**src/rtl/sram_2rw_rr_arbiter.sv**
```systemverilog
// rtl/sram_2rw_rr_arbiter.sv - round-robin arbiter sharing a 2-port 64x8 SRAM among NREQ requesters
module sram_2rw_rr_arbiter #(
  parameter int NREQ = 4,
  parameter int AW   = 6,
  parameter int DW   = 8
) (
  input  logic                 CLK,
  input  logic                 RST,
  input  logic [NREQ-1:0]      req_valid,
  input  logic [NREQ-1:0]      req_we,
  input  logic [NREQ*AW-1:0]   req_addr,
  input  logic [NREQ*DW-1:0]   req_wdata,
  input  logic [NREQ*DW-1:0]   req_wmask,
  output logic [NREQ-1:0]      req_ready,
  output logic [NREQ-1:0]      rsp_valid,
  output logic [DW-1:0]        rsp_data,
  output logic [DW-1:0]        rsp_data2,
  output logic [NREQ-1:0]      rsp_sel2,
  output logic [AW-1:0]        A0,
  output logic [AW-1:0]        A1,
  output logic [DW-1:0]        D0,
  output logic [DW-1:0]        D1,
  output logic [DW-1:0]        WEM0,
  output logic [DW-1:0]        WEM1,
  output logic                 WE0,
  output logic                 WE1,
  output logic                 CE0,
  output logic                 CE1,
  input  logic [DW-1:0]        Q0,
  input  logic [DW-1:0]        Q1,
  output logic [15:0]          conflict_cnt
);

  localparam int IW = (NREQ > 2) ? $clog2(NREQ) : 1;

  logic [IW-1:0] rr_ptr_q, rr_ptr_d;
  logic          rd0_q, rd0_d, rd1_q, rd1_d;
  logic [IW-1:0] tag0_q, tag0_d, tag1_q, tag1_d;
  logic [15:0]   conflict_cnt_q, conflict_cnt_d;

  logic          w0_found, w1_found;
  logic [IW-1:0] w0_idx, w1_idx;
  logic [IW:0]   scan_sum;
  logic [IW-1:0] scan_idx;
  logic          hazard, grant0, grant1;
  logic [AW-1:0] w0_addr, w1_addr;
  logic          w0_we, w1_we;

  // Scan requesters starting at the round-robin pointer, picking the first two valid ones
  always_comb begin
    w0_found = 1'b0;
    w1_found = 1'b0;
    w0_idx   = '0;
    w1_idx   = '0;
    scan_sum = '0;
    scan_idx = '0;
    for (int k = 0; k < NREQ; k++) begin
      scan_sum = {1'b0, rr_ptr_q} + (IW+1)'(k);
      if (scan_sum >= (IW+1)'(NREQ)) begin
        scan_sum = scan_sum - (IW+1)'(NREQ);
      end
      scan_idx = scan_sum[IW-1:0];
      if (req_valid[scan_idx]) begin
        if (!w0_found) begin
          w0_found = 1'b1;
          w0_idx   = scan_idx;
        end else if (!w1_found) begin
          w1_found = 1'b1;
          w1_idx   = scan_idx;
        end
      end
    end
  end

  // Hazard filter: the second winner idles its port when it collides with a write on the same address
  always_comb begin
    w0_addr = req_addr[w0_idx*AW +: AW];
    w1_addr = req_addr[w1_idx*AW +: AW];
    w0_we   = req_we[w0_idx];
    w1_we   = req_we[w1_idx];
    hazard  = !RST && w0_found && w1_found && (w0_addr == w1_addr) && (w0_we || w1_we);
    grant0  = !RST && w0_found;
    grant1  = !RST && w1_found && !hazard;
  end

  // Drive the SRAM pins and ready flags from the port owners; idle ports drive zeros
  always_comb begin
    req_ready = '0;
    A0 = '0; D0 = '0; WEM0 = '0; WE0 = 1'b0; CE0 = 1'b0;
    A1 = '0; D1 = '0; WEM1 = '0; WE1 = 1'b0; CE1 = 1'b0;
    if (grant0) begin
      req_ready[w0_idx] = 1'b1;
      CE0  = 1'b1;
      WE0  = w0_we;
      A0   = w0_addr;
      D0   = req_wdata[w0_idx*DW +: DW];
      WEM0 = req_wmask[w0_idx*DW +: DW];
    end
    if (grant1) begin
      req_ready[w1_idx] = 1'b1;
      CE1  = 1'b1;
      WE1  = w1_we;
      A1   = w1_addr;
      D1   = req_wdata[w1_idx*DW +: DW];
      WEM1 = req_wmask[w1_idx*DW +: DW];
    end
  end

  // Next pointer, pending read tags and saturating conflict counter
  always_comb begin
    rr_ptr_d       = rr_ptr_q;
    rd0_d          = grant0 && !w0_we;
    rd1_d          = grant1 && !w1_we;
    tag0_d         = w0_idx;
    tag1_d         = w1_idx;
    conflict_cnt_d = conflict_cnt_q;
    if (grant1) begin
      rr_ptr_d = (w1_idx == IW'(NREQ-1)) ? '0 : w1_idx + 1'b1;
    end else if (grant0) begin
      rr_ptr_d = (w0_idx == IW'(NREQ-1)) ? '0 : w0_idx + 1'b1;
    end
    if (hazard && (conflict_cnt_q != 16'hFFFF)) begin
      conflict_cnt_d = conflict_cnt_q + 16'd1;
    end
  end

  // State registers with synchronous active-high reset
  always_ff @(posedge CLK) begin
    if (RST) begin
      rr_ptr_q       <= '0;
      rd0_q          <= 1'b0;
      rd1_q          <= 1'b0;
      tag0_q         <= '0;
      tag1_q         <= '0;
      conflict_cnt_q <= '0;
    end else begin
      rr_ptr_q       <= rr_ptr_d;
      rd0_q          <= rd0_d;
      rd1_q          <= rd1_d;
      tag0_q         <= tag0_d;
      tag1_q         <= tag1_d;
      conflict_cnt_q <= conflict_cnt_d;
    end
  end

  // Route last cycle's read data back to its owners; a lone port-1 read still uses rsp_data
  always_comb begin
    rsp_valid    = '0;
    rsp_data     = '0;
    rsp_data2    = '0;
    rsp_sel2     = '0;
    conflict_cnt = RST ? 16'h0000 : conflict_cnt_q;
    if (!RST) begin
      if (rd0_q && rd1_q) begin
        rsp_valid[tag0_q] = 1'b1;
        rsp_valid[tag1_q] = 1'b1;
        rsp_data          = Q0;
        rsp_data2         = Q1;
        rsp_sel2[tag1_q]  = 1'b1;
      end else if (rd0_q) begin
        rsp_valid[tag0_q] = 1'b1;
        rsp_data          = Q0;
      end else if (rd1_q) begin
        rsp_valid[tag1_q] = 1'b1;
        rsp_data          = Q1;
      end
    end
  end

endmodule

```
**config.mk**
```make
export PLATFORM = sky130hd
export DESIGN_NAME = sram_2rw_rr_arbiter
export DESIGN_NICKNAME = d
export VERILOG_FILES = /design/src/rtl/sram_2rw_rr_arbiter.sv
export SDC_FILE = /design/constraint.sdc
export NUM_CORES = 1
export LEC_CHECK = 0
export BUFFER_PORTS_ARGS = -buffer_cell sky130_fd_sc_hd__buf_2
export CAP_MARGIN = 20
export CORE_ASPECT_RATIO = 1.75
export CORE_MARGIN = 1.5
export CORE_UTILIZATION = 47
export CTS_CLUSTER_SIZE = 16
export DETAILED_ROUTE_END_ITERATION = 8
export GPL_TIMING_DRIVEN = 0
export PLACE_DENSITY = 0.83
export SYNTH_ARGS = -nofsm -noshare
export SYNTH_HDL_FRONTEND = slang
export SYNTH_SLANG_ARGS = --single-unit
```
**constraint.sdc**
```tcl
create_clock -name CLK -period 6.6 [get_ports CLK]
set_input_delay 1.32 -clock CLK [delete_from_list [all_inputs] [get_ports CLK]]
set_output_delay 1.32 -clock CLK [all_outputs]
set_load 0.02 [all_outputs]
```
==> impl_metrics.tcl <==
set metrics [dict create \
    crit_buf_inv 8 \
    p_leak_uw 0.00274 \
    synth_cell_type_count 60 \
    synthMuxAreaShare 0.178 \
    cp.required_ps 5280 \
    reg2reg_from "rr_ptr_q[0]$_SDFFE_PP0P_" \
    cts_tree "yes" \
    n_fill_cell 722 \
    fmax_mhz 155 \
    min-delay-start "conflict_cnt_q[0]$_SDFFE_PP0P_" \
    cts_buffers 3 \
    avgSynthCellArea_um2 6.84 \
    yosys.area.top_type "dfxtp_1" \
    synth_flop_cell "dfxtp_1" \
    max_stage_delay_ps 540 \
    die_w_um 71.5 \
    startpoint_type "primary input" \
    cp_common_cell "buf_2" \
    crit_family "buffers and inverters" \
    core_area_um2 7960 \
    violations "DRC" \
    powerDensity_nw_per_um2 302 \
    io_pins 206 \
    period_minus_slack_ps 6450 \
    synth_area_um2 3850 \
    grt_overflow 0 \
    grt_pass1_wl_mm 22.8 \
    final_cell_mix "214 x buf_2, 114 x nand2_1, 49 x and3_1, 44 x nor2_1, 41 x mux2i_1" \
    dpl_cell_area_um2 4990 \
    cap_violations 0 \
    portBuffers 205 \
    dp_hpwl_mm 11.8 \
    cp-end-kind "output port" \
    cts_hold_buf 0 \
    drcViolationCount 3 \
    ant_nets 0 \
    synth_top_family_by_area "simple AND/OR/NAND/NOR gates" \
    grt_max_degree 15 \
    fin_skew_ps 4.46 \
    final_common_cell "buf_2" \
    routedWlPerCell_um 17.4 \
    ctsHtreeMaxLevel 1 \
    grt_use_total 0.317 \
    grt_pass1_vias 5075 \
    worst-r2r-setup-slack_ps 2550 \
    hold_violations 0 \
    setup_viol 0 \
    num_antenna_cells 0 \
    relSlewSlack 0.466 \
    drive_gt1_frac 0.336 \
    synth-seq-area-share 0.125 \
    fin_util 0.645 \
    die_h_um 123 \
    critPathLaunch "req_valid[3]" \
    vias 5322 \
    tightest_slew_ps 795 \
    slew_violations 0 \
    start_util 0.484 \
    cts_sinks 24 \
    arrival_ps 5130 \
    outcome "finished, violations left" \
    synth-xor-area-share 0.00455 \
    dr.pass1.iters 7 \
    synth-seq-cells 24 \
    worstHoldPathType "reg2reg" \
    cts_max_path_buffers 2 \
    drt-vias-per-instance 6.16 \
    gp_congestion 0.899 \
    syn_inst 563 \
    syn_nets 688 \
    yosysTopAreaCellShare 0.125 \
    slowest_stage "mux4_2" \
    fin_area_um2 5140 \
    synthSimpleGateAreaFrac 0.375 \
    synth-compound-area-share 0.208 \
    rows 43 \
    num-nets-final 900 \
    ys.warnings.count 0 \
    vdd_drop_max_mv 0.211 \
    die_area_um2 8770 \
    antenna_found_initial 0 \
    synthArstFlopShare 0 \
    clk_pin_slew_ps 60 \
    path_max_fanout 10 \
    path_cells "buf_2 > buf_2 > buf_1 > mux4_2 > ha_1 > o21ai_1 > nor4_2 > a211oi_4 > buf_4 > mux2i_2 > and3_1 > o221a_2 > nand4_1 > buf_4 > nand2_4 > inv_2 > buf_2 > a22o_1 > buf_2" \
    fin_crit_sh 0.977 \
    first_iter_violations 597 \
    synthAdderAreaFrac 0.0386 \
    root_buffer "clkbuf_16" \
    worstSetupPathType "in2out" \
    synth_edf_count 0 \
    wl_mm 15.0 \
    synthToLayoutAreaGrowth_pct 33.3 \
    yosys-top-cells-area "dfxtp_1 12%, mux2i_1 12%, nand2_1 11%, and3_1 8.0%, nor2_1 4.3%" \
    clk_latency_ps 260 \
]
==> Yosys cell counts (3+ instances only) <==
library cell / n
nand2_1: 115
and3_1: 49
mux2i_1: 46
nor2_1: 44
clkbuf_1: 24
dfxtp_1: 24
a211oi_1: 19
and2_1: 17
nor2b_1: 17
a311oi_1: 16
nand3_1: 16
mux2_2: 13
o21ai_0: 13
a22oi_1: 11
ha_1: 11
a21oi_1: 10
buf_2: 9
inv_1: 9
nor3_1: 9
a22o_1: 7
buf_1: 7
buf_4: 7
nor3b_1: 5
nor4_1: 5
nand2b_1: 4
a21o_1: 3
a31oi_1: 3
mux2_1: 3
nor4b_1: 3
o21ai_1: 3
or3_1: 3
==> layer usage <==
layer | GRT usage | share of wire
met3 | 0.0378 | 0.066
met4 | 0.154 | 0.038
met5 | 0 | 0
met2 | 0.605 | 0.54
met1 | 0.335 | 0.35
==> stage by stage <==
step                std cells  setup TNS (ps)  hold WS [ps]  setup WS [ps]  total power [µW]
global route              864           -13.6           533          -13.6              1640
CTS                       864               0           506           23.6              1510
detailed placement        858           -1870           495           -188              1320
global placement          858            -879           470           -124              1300
floorplan                 563               0           449            638               982
finish                    864               0           517            154              1550
==> timing repair <==
item | in CTS | in global routing
endpoints found under the setup margin | 17 | 17
pin swaps | 1 | 0
resized for setup | 1 | 6
buffers inserted | 2 | 0
==> state kept, by name, summed over array words and instances (netlist names) <==
register	count
rd1_q	1
conflict_cnt_q	16
tag1_q	2
tag0_q	2
rr_ptr_q	2
rd0_q	1
==> logic make-up after synthesis <==
family / count (synthesis)
buf+inv: 61
compound gates: 105
fa+ha+maj: 12
simple gates: 295
mux: 64
flops: 24
xor+xnor: 2
==> worst register-to-register path: cells and delay by family (launching register included) <==
kind | cells | cell delay [ps]
adders and majority gates | 1 | 200
AOI/OAI and AO/OA | 3 | 560
buffers and inverters | 4 | 930
DFF | 1 | 340
and+or+nand+nor | 4 | 870
muxes | 3 | 1040
==> report_power, final <==
part	internal (µW)	leakage (µW)	switching [µW]
combinational	447	0.00250	761
clock	121	0.0000511	52.9
sequential	159	0.000195	12.1
==> cell type report <==
type | instances | area [µm²] | share of cell area
plain buffers | 48 | 225 | 0.0438
clock buffers | 3 | 75.1 | 0.0146
multi-input cells | 478 | 3130 | 0.608
repair buffers | 207 | 1040 | 0.203
inverters | 13 | 48.8 | 0.00950
flip-flops and latches | 24 | 480 | 0.0935
well taps | 90 | 113 | 0.0219
clock inverters | 1 | 30.0 | 0.00584
==> path summary, 6_finish.rpt <==
path	to	cells after the start
max	req_ready[1]	19
min	conflict_cnt_q[0]$_SDFFE_PP0P_	2
max reg2reg	conflict_cnt_q[13]$_SDFFE_PP0P_	15
min reg2reg	conflict_cnt_q[0]$_SDFFE_PP0P_	2
No activity file was read; power rests on OpenSTA's default activity.
